### config.mk
export PLATFORM = sky130hd
export DESIGN_NAME = ldtu_word_decoder
export DESIGN_NICKNAME = d
export VERILOG_FILES = /design/src/rtl/ldtu_word_decoder.sv
export SDC_FILE = /design/constraint.sdc
export NUM_CORES = 1
export LEC_CHECK = 0
export BUFFER_PORTS_ARGS = -buffer_cell sky130_fd_sc_hd__buf_2
export CAP_MARGIN = 20
export CELL_PAD_IN_SITES_DETAIL_PLACEMENT = 1
export CELL_PAD_IN_SITES_GLOBAL_PLACEMENT = 2
export CORE_MARGIN = 8
export CORE_UTILIZATION = 33
export CTS_BUF_LIST = sky130_fd_sc_hd__clkbuf_16
export CTS_CLUSTER_DIAMETER = 60
export DETAILED_ROUTE_END_ITERATION = 10
export GPL_TIMING_DRIVEN = 0
export PLACE_DENSITY = 0.84
export SYNTH_ARGS = -nofsm -noshare
export SYNTH_HDL_FRONTEND = slang
export SYNTH_SLANG_ARGS = --single-unit
### constraint.sdc
create_clock -name CLK -period 1.9 [get_ports CLK]
set_input_delay 0.095 -clock CLK [delete_from_list [all_inputs] [get_ports CLK]]
set_output_delay 0.095 -clock CLK [all_outputs]
set_load 0.02 [all_outputs]
### src/rtl/ldtu_word_decoder.sv
// LiTe-DTU output-word decoder: unpacks 32-bit encoded words into 13-bit samples and checks headers.
// Optional frame-trailer count check is enabled by defining LDTU_DEC_FRAMECHK_EN.
module ldtu_word_decoder #(
  parameter int Nbits_12   = 12,
  parameter int NBitsFrame = 8,
  parameter int NBitsErr   = 8
) (
  input  logic                CLK,
  input  logic                rst_b,
  input  logic [31:0]         word_in,
  input  logic                word_valid,
  output logic                word_ready,
  output logic [Nbits_12:0]   sample_out,
  output logic                sample_bsl,
  output logic                sample_valid,
  input  logic                sample_ready,
  output logic                frame_end,
  output logic                frame_err,
  output logic                hdr_err,
  output logic [NBitsErr-1:0] err_cnt
);

  localparam int SW = Nbits_12 + 1;

  logic [29:0]         hold_q, hold_d;
  logic [2:0]          pend_q, pend_d;
  logic [2:0]          idx_q, idx_d;
  logic                bsl_q, bsl_d;
  logic                frame_end_q, frame_end_d;
  logic                frame_err_q, frame_err_d;
  logic                hdr_err_q, hdr_err_d;
  logic [NBitsErr-1:0] err_cnt_q, err_cnt_d;

  logic is_bsl, is_sig2, is_sig1, is_trl, is_idle, is_ill;
  logic word_acc, samp_acc;
  logic [SW-1:0] samp_raw;

  assign sample_valid = (pend_q != 3'd0);
  assign word_ready   = (pend_q == 3'd0) || ((pend_q == 3'd1) && sample_ready);
  assign word_acc     = word_valid && word_ready;
  assign samp_acc     = sample_valid && sample_ready;

  always_comb begin
    is_bsl  = (word_in[31:30] == 2'b01);
    is_sig2 = (word_in[31:26] == 6'b001010);
    is_sig1 = (word_in[31:26] == 6'b001011);
    is_trl  = (word_in[31:28] == 4'b1101);
    is_idle = (word_in[31:28] == 4'b1110);
    is_ill  = !(is_bsl || is_sig2 || is_sig1 || is_trl || is_idle);
  end

  // A new word may replace the last pending sample in the same cycle it is consumed.
  always_comb begin
    hold_d = hold_q;
    pend_d = pend_q;
    idx_d  = idx_q;
    bsl_d  = bsl_q;
    if (word_acc) begin
      hold_d = word_in[29:0];
      idx_d  = 3'd0;
      bsl_d  = is_bsl;
      if (is_bsl)       pend_d = 3'd5;
      else if (is_sig2) pend_d = 3'd2;
      else if (is_sig1) pend_d = 3'd1;
      else              pend_d = 3'd0;
    end else if (samp_acc) begin
      pend_d = pend_q - 3'd1;
      idx_d  = idx_q + 3'd1;
    end
  end

  always_comb begin
    samp_raw = '0;
    if (bsl_q) begin
      case (idx_q)
        3'd0:    samp_raw = {{(SW-6){1'b0}}, hold_q[5:0]};
        3'd1:    samp_raw = {{(SW-6){1'b0}}, hold_q[11:6]};
        3'd2:    samp_raw = {{(SW-6){1'b0}}, hold_q[17:12]};
        3'd3:    samp_raw = {{(SW-6){1'b0}}, hold_q[23:18]};
        3'd4:    samp_raw = {{(SW-6){1'b0}}, hold_q[29:24]};
        default: samp_raw = '0;
      endcase
    end else if (idx_q == 3'd0) begin
      samp_raw = hold_q[SW-1:0];
    end else begin
      samp_raw = hold_q[2*SW-1:SW];
    end
  end

  assign sample_out = sample_valid ? samp_raw : '0;
  assign sample_bsl = sample_valid && bsl_q;

`ifdef LDTU_DEC_FRAMECHK_EN
  logic [NBitsFrame-1:0] cnt_q, cnt_d, cnt_inc;

  // The trailer compares against a count that already includes a same-cycle sample.
  always_comb begin
    cnt_inc     = (samp_acc && (cnt_q != '1)) ? cnt_q + 1'b1 : cnt_q;
    frame_err_d = word_acc && is_trl && (NBitsFrame'(word_in[27:20]) != cnt_inc);
    cnt_d       = (word_acc && is_trl) ? '0 : cnt_inc;
  end

  always_ff @(posedge CLK or negedge rst_b) begin
    if (!rst_b) cnt_q <= '0;
    else        cnt_q <= cnt_d;
  end
`else
  always_comb begin
    frame_err_d = 1'b0;
  end
`endif

  always_comb begin
    frame_end_d = word_acc && is_trl;
    hdr_err_d   = word_acc && is_ill;
    err_cnt_d   = err_cnt_q;
    if ((hdr_err_d || frame_err_d) && (err_cnt_q != '1)) err_cnt_d = err_cnt_q + 1'b1;
  end

  always_ff @(posedge CLK or negedge rst_b) begin
    if (!rst_b) begin
      hold_q      <= '0;
      pend_q      <= 3'd0;
      idx_q       <= 3'd0;
      bsl_q       <= 1'b0;
      frame_end_q <= 1'b0;
      frame_err_q <= 1'b0;
      hdr_err_q   <= 1'b0;
      err_cnt_q   <= '0;
    end else begin
      hold_q      <= hold_d;
      pend_q      <= pend_d;
      idx_q       <= idx_d;
      bsl_q       <= bsl_d;
      frame_end_q <= frame_end_d;
      frame_err_q <= frame_err_d;
      hdr_err_q   <= hdr_err_d;
      err_cnt_q   <= err_cnt_d;
    end
  end

  assign frame_end = frame_end_q;
  assign frame_err = frame_err_q;
  assign hdr_err   = hdr_err_q;
  assign err_cnt   = err_cnt_q;

endmodule

==> flow_summary.toml, run 1 <==
[sta]
hold_viol = 0
period_needed_ns = 2.12
skew_ns = 0.00741
worst_pin_slew_ns = 0.609
finalSetupViolCount = 9
setup_ws_ns = -0.216
max_slew_margin_pct = 58.3
final_max_slew_viol_count = 0
fmax_ghz = 0.473
whs_ns = 0.0341
grt_setup_unrepaired = "yes"
fin_crit_sh_pct = 111

[placed_design]
io_buffer_count = 61
gp_congestion = 0.818
hpwl_mm = 5.24
dpl.cell_count = 384
place_area_mm2 = 0.00293

[worst_setup_path]
path_class = "reg -> out"
end_kind = "primary output"
regToRegSetupSlack_ns = 0.07
critPathMaxFanout = 7
cp.required_ns = 1.80
arrival_ns = 2.02
cp_cell_sequence = "ha_4 -> ha_4 -> a222oi_1 -> a21boi_2 -> o22ai_1 -> buf_4"
start_kind = "flip-flop"
crit_slowest_cell = "dfrtp_2"
worst_path_largest_cell_delay_ns = 0.45
crit_top_cell = "ha_4"

[yosys]
synth_seq_cells = 47
synth.yosys.seq_area_share_pct = 47.0
avgSynthCellArea_um2 = 11.2
yosysUniqueCellTypes = 36
syn_nets = 269
yosysWarningCount = 0
synthCells = 224
syn_area_mm2 = 0.00250

[final_layout]
fill_cells = 819
drive_above_1_share_pct = 54.6
fin_nets = 359
finalInstanceArea_mm2 = 0.00359
areaGrowthSynthToFinish_pct = 43.8
finalNonFillerCells = 415

[pwr]
finalPower_mw = 6.64
power_leakage_nw = 1.67
ir_drop_uv = 674
power.density_mw_per_mm2 = 1850

[grt]
grt_first_pass_wirelength_mm = 12.1
grt_pass1_vias = 2290
met3_usage_pct = 4.12
grt_max_degree = 48
antenna_found_initial = 0
met2_usage_pct = 25.4
top_usage_layer = "met2"
grtUsageTotal_pct = 14.8
grtUsageMet1_pct = 17.9
grt_overflow = 0

[route]
wirelength_mm = 7.78
drcViolationCount = 0
ant_nets = 0
drt_iter0_markers = 115
wl_per_cell_um = 18.8
vias_per_cell = 5.15
firstDrtPassIters = 4
vias = 2139

[die]
initial_core_util_pct = 34.3
die-area_mm2 = 0.0106
die_w_um = 103
die_h_um = 103
ios = 63
row_count = 31
core_mm2 = 0.00729

[hold_path]
hp-class = "in -> reg"

[clock_tree]
h-tree-depth = 2
root_buffer = "clkbuf_16"
path_clk_slew_ns = 0.07
cts_tree = "done"
cts_buffers = 5
clock_latency_ns = 0.29
cts_sinks = 47
ctsLongestPathBuffers = 2

[job]
drv_cap = 0

[status]
status = "finished with violations"
violations = "setup timing"
-- per-stage QoR --
stage	utilization [%]	setup TNS [ns]	setup slack, ns
final	49.3	-1.09	-0.216
after global routing	49.3	-2.19	-0.261
after CTS	46.6	-2.24	-0.254
after detailed placement	40.2	-7.35	-0.343
after global placement	40.2	-7.17	-0.290
after floorplan	-	0	0.0847
-- metal layers --
metal  part of all wire, %  wire [um]
met2                    51       3950
met1                    42       3250
met5                     0          0
met4                  0.77         60
met3                   6.6        517
-- worst max-delay path, delay by kind of cell, from the launching register on --
family                   cells  cell delay (ns)
adder cells (fa/ha/maj)      2             0.38
flip-flops                   1             0.45
AO/OA/AOI/OAI                3             0.73
buffers and inverters        1             0.17
-- cells in the mapped netlist (all sizes together) --
cell type / count / area share, %
a21boi: 6 / 1.8
mux2i: 7 / 2.8
nor3: 5 / 1.2
a31oi: 1 / 0.25
o41ai: 1 / 0.65
nor2b: 6 / 1.5
nand2b: 2 / 0.60
nand2: 26 / 3.9
and2: 1 / 0.25
a222oi: 6 / 2.4
nor2: 5 / 0.75
nor3b: 2 / 0.80
xor2: 6 / 2.1
conb: 1 / 0.15
clkbuf: 2 / 0.30
nand4: 1 / 0.25
ha: 9 / 4.5
o21a: 1 / 0.30
nor4: 2 / 0.50
and3: 1 / 0.25
o21ai: 7 / 1.4
or2: 1 / 0.25
o22ai: 7 / 1.8
nand3: 5 / 1.2
a21oi: 9 / 1.8
inv: 10 / 1.5
dfrtp: 47 / 47
buf: 7 / 1.8
mux2: 39 / 18
o32a: 1 / 0.40
-- final timing paths --
path,start,end,cells past startpoint
setup / recovery,idx_q[0],sample_out[3],6
hold / removal,word_in[8],hold_q[8],2
setup reg to reg,pend_q[1],err_cnt[6],7
hold reg to reg,hold_q[27],hold_q[27],1
max in group asynchronous,rst_b,idx_q[1],3
min in group asynchronous,rst_b,hold_q[24],2
-- what timing repair did --
item / 4_1_cts / 5_1_grt
setup endpoints to repair: 46 / 57
endpoints found under the hold margin: 0 / 16
resized for setup: 62 / 36
gates cloned: 0 / 0
pin swaps: 16 / 11
hold buffers: 0 / 1
buffers inserted: 13 / 8
-- flip-flops by register name (all words and copies together), names as in the netlist --
name / count
hold_q: 30
err_cnt: 8
idx_q: 3
pend_q: 3
bsl_q: 1
frame_end: 1
hdr_err: 1
-- cells in the final DEF (no fill, tap or decap), types with 2 or more instances in the layout --
| cell type | instances |
|---|---|
| buf_8 | 2 |
| buf_2 | 49 |
| a21boi_2 | 5 |
| nor2b_4 | 2 |
| nor3_1 | 2 |
| nor3_4 | 2 |
| mux2i_1 | 7 |
| a21oi_1 | 6 |
| o21ai_0 | 4 |
| nand3_1 | 4 |
| clkinv_1 | 2 |
| nor2b_1 | 4 |
| a21oi_2 | 2 |
| nand2_2 | 2 |
| ha_4 | 5 |
| nand2_1 | 24 |
| o22ai_1 | 6 |
| nor2_1 | 4 |
| a222oi_1 | 6 |
| clkbuf_16 | 5 |
| inv_1 | 7 |
| nor4_4 | 2 |
| inv_2 | 4 |
| xor2_1 | 6 |
| o21ai_1 | 3 |
| mux2_2 | 35 |
| ha_1 | 3 |
| dfrtp_2 | 2 |
| mux2_4 | 4 |
| buf_12 | 3 |
| buf_4 | 31 |
| dfrtp_1 | 45 |
| buf_6 | 6 |
-- kinds of logic after synthesis --
family	after synthesis	synth area share, %
adders and majority gates	9	4.50
AOI/OAI and AO/OA	39	10.8
muxes	46	20.4
xor gates and xnor gates	6	2.10
other	1	0.150
DFF	47	47.0
and+or+nand+nor	57	11.5
buffers and inverters	19	3.60
-- cell type report --
type,count,area (um^2),area share [%]
Antenna cell,1,2.50,0.0696
Clock inverter,3,11.3,0.313
Clock buffer,5,125,3.48
Buffer,9,113,3.13
Inverter,10,37.5,1.04
Tap cell,99,124,3.45
Multi-Input combinational cell,158,1470,40.9
Sequential cell,47,1180,32.8
Timing Repair Buffer,83,533,14.8
-- power by group --
part	switching (mW)	total [mW]	internal [mW]
registers	0.419	1.88	1.46
logic	1.98	3.92	1.94
clock network	0.366	0.841	0.474
Note: power is estimated with default switching activity, not from simulation.
==> inputs of run 2 (changes only) <==
--- a/config.mk
+++ b/config.mk
@@ -10,12 +10,12 @@
 export CELL_PAD_IN_SITES_DETAIL_PLACEMENT = 1
 export CELL_PAD_IN_SITES_GLOBAL_PLACEMENT = 2
 export CORE_MARGIN = 8
-export CORE_UTILIZATION = 33
+export CORE_UTILIZATION = 36
 export CTS_BUF_LIST = sky130_fd_sc_hd__clkbuf_16
 export CTS_CLUSTER_DIAMETER = 60
 export DETAILED_ROUTE_END_ITERATION = 10
 export GPL_TIMING_DRIVEN = 0
-export PLACE_DENSITY = 0.84
+export PLACE_DENSITY = 0.9
 export SYNTH_ARGS = -nofsm -noshare
 export SYNTH_HDL_FRONTEND = slang
 export SYNTH_SLANG_ARGS = --single-unit
==> constraint.sdc (replaced) <==
create_clock -name CLK -period 2.7 [get_ports CLK]
set_input_delay 0.135 -clock CLK [delete_from_list [all_inputs] [get_ports CLK]]
set_output_delay 0.135 -clock CLK [all_outputs]
set_load 0.02 [all_outputs]
==> run 2 against run 1 <==
- the flow now finishes without violations
- largest cell class unchanged
- die area is 7.1% lower
- clock power is 6.1% lower
- total power decreased by 38%
- critical path depth stayed put
- critical endpoint is now sample_out[5]
- register-to-register slack better by 0.52 ns
- utilization shrank 3.1 points
==> flow_summary.toml, run 2 (synthesized netlist as in run 1, its figures left out) <==
[worst_setup_path]
critPathMaxFanout = 10
crit_slowest_cell = "o41ai_2"
end_kind = "primary output"
path_class = "reg -> out"
crit_top_cell = "buf_2"
arrival_ns = 2.45
worst_path_largest_cell_delay_ns = 0.72
timing.rr.start = "pend_q[0]"
cp-startpoint = "idx_q[2]"
crit_family = "compound AO/OA/AOI/OAI gates"
regToRegSetupSlack_ns = 0.59
start_kind = "flip-flop"
critPathBufInv = 3
cp.required_ns = 2.57
cp_cell_sequence = "buf_2 -> inv_1 -> ha_1 -> o41ai_2 -> o22ai_1 -> buf_2"

[placed_design]
gp_congestion = 0.774
place_area_mm2 = 0.00291
hpwl_mm = 5.19
io_buffer_count = 61

[pwr]
ir_drop_uv = 434
switchingPower_mw = 1.71
power.density_mw_per_mm2 = 1330
power_leakage_nw = 1.51
swShare_pct = 41.2
internal-power_mw = 2.43
power.clock.fraction_pct = 19.1
p_seq_share_pct = 31.6
p_comb_share_pct = 49.3

[final_layout]
fin_nets = 339
finalInstanceArea_mm2 = 0.00312
final_common_cell = "buf_2"
fill_cells = 781
areaGrowthSynthToFinish_pct = 25.0
seq_area_mm2 = 0.00118
largest_reg_flops = 30
regMostFlops = "hold_q"
multi_input_area_mm2 = 0.00123
diodes = 0
drive_above_1_share_pct = 41.0
final_cell_mix = "buf_2, dfrtp_1, mux2_2, nand2_1, inv_1"

[route]
vias_per_cell = 5.41
wl_per_cell_um = 18.2
vias = 2030
drt_iter0_markers = 67
firstDrtPassIters = 4
wirelength_mm = 6.84
drcViolationCount = 0
ant_nets = 0

[clock_tree]
cts-resized-gates = 0
h-tree-depth = 2
path_clk_slew_ns = 0.07
cts_buffers = 5
cts_sinks = 47
clock_latency_ns = 0.29
root_buffer = "clkbuf_16"
cts_tree = "done"
ctsLongestPathBuffers = 2

[grt]
grt_pass1_vias = 2084
grt_first_pass_wirelength_mm = 10.8
grt_max_degree = 48
grt_overflow = 0
grtUsageTotal_pct = 13.7
antenna_found_initial = 0

[sta]
skew_ns = 0.00528
grt_setup_unrepaired = "no"
max_slew_margin_pct = 51.8
tns_ns = 0
fmax_ghz = 0.386
final_max_slew_viol_count = 0
finalSetupViolCount = 0
period_needed_ns = 2.59
fin_crit_sh_pct = 95.9
hold_viol = 0
worst_pin_slew_ns = 0.715
whs_ns = 0.0735

[die]
ios = 63
die-area_mm2 = 0.00987
initial_core_util_pct = 37.0
die_h_um = 99.3
row_count = 30
core_mm2 = 0.00676
die_w_um = 99.3

[hold_path]
hp-class = "in -> reg"
hold_start = "word_in[4]"

[status]
status = "finished clean"

[job]
drv_cap = 0
-- run 2: changes by cell type in the layout (fill, tap and decap cells not counted), sizes merged --
cell / delta
diode: -1
clkbuf: +2
clkinv: -2
bufinv: +2
buf: -22
-- run 2: per-layer routing --
layer | vias up | part of all wire [%] | GRT usage (%)
li1 | 946 | - | -
met1 | 1022 | 45 | 16.8
met2 | 57 | 48 | 22.9
met3 | 5 | 6.3 | 4.05
met4 | 0 | 0.80 | 3.49
met5 | - | 0 | 0
-- run 2: worst paths after layout --
| kind | cells after the start | endpoint |
|---|---|---|
| worst max-delay path | 6 | sample_out[5] |
| worst min-delay path | 2 | hold_q[4] |
| worst max register to register | 7 | hold_q[10] |
| worst min register to register | 1 | err_cnt[5] |
| max in group asynchronous | 3 | hold_q[11] |
| min in group asynchronous | 2 | hdr_err |
-- run 2: worst register-to-register path: stages, from the launching register on --
cell	delay [ns]
dfrtp_1	0.41
inv_1	0.10
ha_1	0.19
a21oi_1	0.08
nor3b_2	0.24
buf_2	0.28
buf_2	0.32
mux2_2	0.38
-- run 2: per-stage QoR --
stage	cells	utilization, %	power, mW	worst slack, ns
floorplan	224	-	2.69	0.845
global placement	365	43.0	3.30	0.447
detailed placement	365	43.0	3.38	0.436
CTS	373	45.8	4.19	0.0985
global route	375	46.2	4.40	0.00399
finish	375	46.2	4.14	0.110
-- run 2: area by class of cell --
cell class	instances	area share (%)
multi-input cells	158	39.5
flip-flops and latches	47	37.6
repair buffers	63	10.7
clock buffers	5	4.00
well taps	80	3.20
clock inverters	3	2.04
plain buffers	9	1.68
inverters	10	1.20
-- run 2: power by group through the flow --
stage | Clock (mW) | Combinational, mW | Sequential, mW
after CTS | 0.809 | 2.07 | 1.31
after floorplan | 0 | 1.43 | 1.26
final | 0.790 | 2.04 | 1.31
after detailed placement | 0 | 2.06 | 1.32
after global routing | 0.832 | 2.22 | 1.36
after global placement | 0 | 2.00 | 1.30
-- run 2: repair_timing --
action                    in CTS  in global routing
hold endpoints to repair       0                 12
setup buffers                  0                  0
hold buffers                   0                  1
==> inputs of run 3 (changes only) <==
--- a/config.mk
+++ b/config.mk
@@ -16,6 +16,7 @@
 export DETAILED_ROUTE_END_ITERATION = 10
 export GPL_TIMING_DRIVEN = 0
 export PLACE_DENSITY = 0.9
+export REMOVE_ABC_BUFFERS = 1
 export SYNTH_ARGS = -nofsm -noshare
 export SYNTH_HDL_FRONTEND = slang
 export SYNTH_SLANG_ARGS = --single-unit
==> run 3 against run 2 <==
- sequential cell count unchanged
- clock power down 24%
- critical path type unchanged
- clock-buffer cell count unchanged
==> flow_summary.toml, run 3 (synthesized netlist as in run 1, its figures left out) <==
[final_layout]
finalInstanceArea_mm2 = 0.00308
areaGrowthSynthToFinish_pct = 23.2
regMostFlops = "hold_q"
final_cell_mix = "buf_2, dfrtp_1, mux2_2, nand2_1, inv_1"
fin_util_pct = 45.6
fill_cells = 781
fin_nets = 333
largest_reg_flops = 30
seq_area_mm2 = 0.00118
diodes = 0
final_common_cell = "buf_2"
drive_above_1_share_pct = 40.1
multi_input_area_mm2 = 0.00125

[worst_setup_path]
cp-startpoint = "idx_q[2]"
start_kind = "flip-flop"
critPathMaxFanout = 11
timing.rr.start = "pend_q[0]"
cp.required_ns = 2.57
end_kind = "primary output"
arrival_ns = 2.42
path_class = "reg -> out"

[route]
drt_iter0_markers = 48
drcViolationCount = 0
wl_met1_mm = 3.11
vias_per_cell = 5.36
wl_per_cell_um = 18.1
wirelength_mm = 6.67
ant_nets = 0
dr_wl_met3_um = 513
firstDrtPassIters = 4
vias = 1978
wl_met2_mm = 3.00
highest_layer = "met4"

[die]
die_h_um = 99.3
core_mm2 = 0.00676
row_count = 30
die-area_mm2 = 0.00987
initial_core_util_pct = 37.0
ios = 63
die_w_um = 99.3

[sta]
grt_setup_unrepaired = "no"
skew_ns = 0.00459
fin_crit_sh_pct = 94.7
period_needed_ns = 2.56
worst_pin_slew_ns = 0.678
hold_viol = 0
setup_ws_ns = 0.144
fmax_ghz = 0.391
max_slew_margin_pct = 54.7
finalSetupViolCount = 0
final_max_slew_viol_count = 0

[placed_design]
gp_congestion = 0.728
io_buffer_count = 61
hpwl_mm = 4.90
dp_slack_ns = 0.286
place_area_mm2 = 0.00290

[grt]
grt_first_pass_wirelength_mm = 10.9
grt_pass1_vias = 2148
grtUsageTotal_pct = 13.7
antenna_found_initial = 0
grt_overflow = 0
grt_max_degree = 48

[hold_path]
hold_start = "word_in[22]"
hp-class = "in -> reg"

[job]
drv_cap = 0

[clock_tree]
postCtsSetupBuffers = 0
cts_sinks = 47
h-tree-depth = 2
cts_tree = "done"
ctsLongestPathBuffers = 2
cts_buffers = 5
clock_latency_ns = 0.29
root_buffer = "clkbuf_16"
path_clk_slew_ns = 0.07

[pwr]
power_leakage_nw = 1.47
power.density_mw_per_mm2 = 1290
ir_drop_uv = 464

[status]
status = "finished clean"
## run 3: through the flow
step / hold WS [ns] / cells / TNS (ns) / power, mW
after floorplan: -0.161 / 215 / -3.34 / 2.65
after global placement: 0.369 / 356 / -40.46 / 3.24
after detailed placement: 0.370 / 359 / 0 / 3.37
after CTS: 0.0688 / 367 / 0 / 4.00
after global routing: 0.0679 / 369 / 0 / 4.24
final: 0.0717 / 369 / 0 / 3.96
## run 3: worst max-delay path, cell delays in order, from the launching register on
cell and delay [ns]:
dfrtp_1 0.64, inv_1 0.11, ha_1 0.35, o41ai_4 0.61, o22ai_1 0.22, buf_2 0.20
## run 3: area by class of cell
cell class | count | area share, %
well taps | 80 | 3.25
clock inverters | 3 | 0.366
flip-flops and latches | 47 | 38.2
clock buffers | 5 | 4.06
multi-input cells | 158 | 40.7
inverters | 10 | 1.22
repair buffers | 66 | 12.2
## run 3: power breakdown
| group | switching, mW | internal, mW | total [mW] |
|---|---|---|---|
| combinational | 1.14 | 0.895 | 2.04 |
| clock | 0.263 | 0.334 | 0.597 |
| sequential | 0.299 | 1.03 | 1.33 |
| total | 1.71 | 2.26 | 3.96 |
## run 3: timing repair
action | in CTS | in global routing
hold endpoints to repair | 0 | 18
endpoints found under the setup margin | 1 | 0
resized for setup | 2 | 0
hold buffers | 0 | 1
## run 3: path summary, 6_finish.rpt
| kind | depth (start not counted) | slack [ns] | to |
|---|---|---|---|
| worst max-delay path | 5 | 0.14 | sample_out[4] |
| worst min-delay path | 2 | 0.07 | hold_q[22] |
| worst max register to register | 8 | 0.34 | err_cnt[6] |
| worst min register to register | 1 | 0.51 | hold_q[28] |
| max in group asynchronous | 3 | 1.83 | hold_q[26] |
| min in group asynchronous | 2 | 0.34 | hold_q[0] |
## run 3: routing by layer
layer  vias up  track usage, %
li1        929               -
met1       981            17.3
met2        61            21.8
met3         7            5.38
met4         0            2.44
met5         -               0
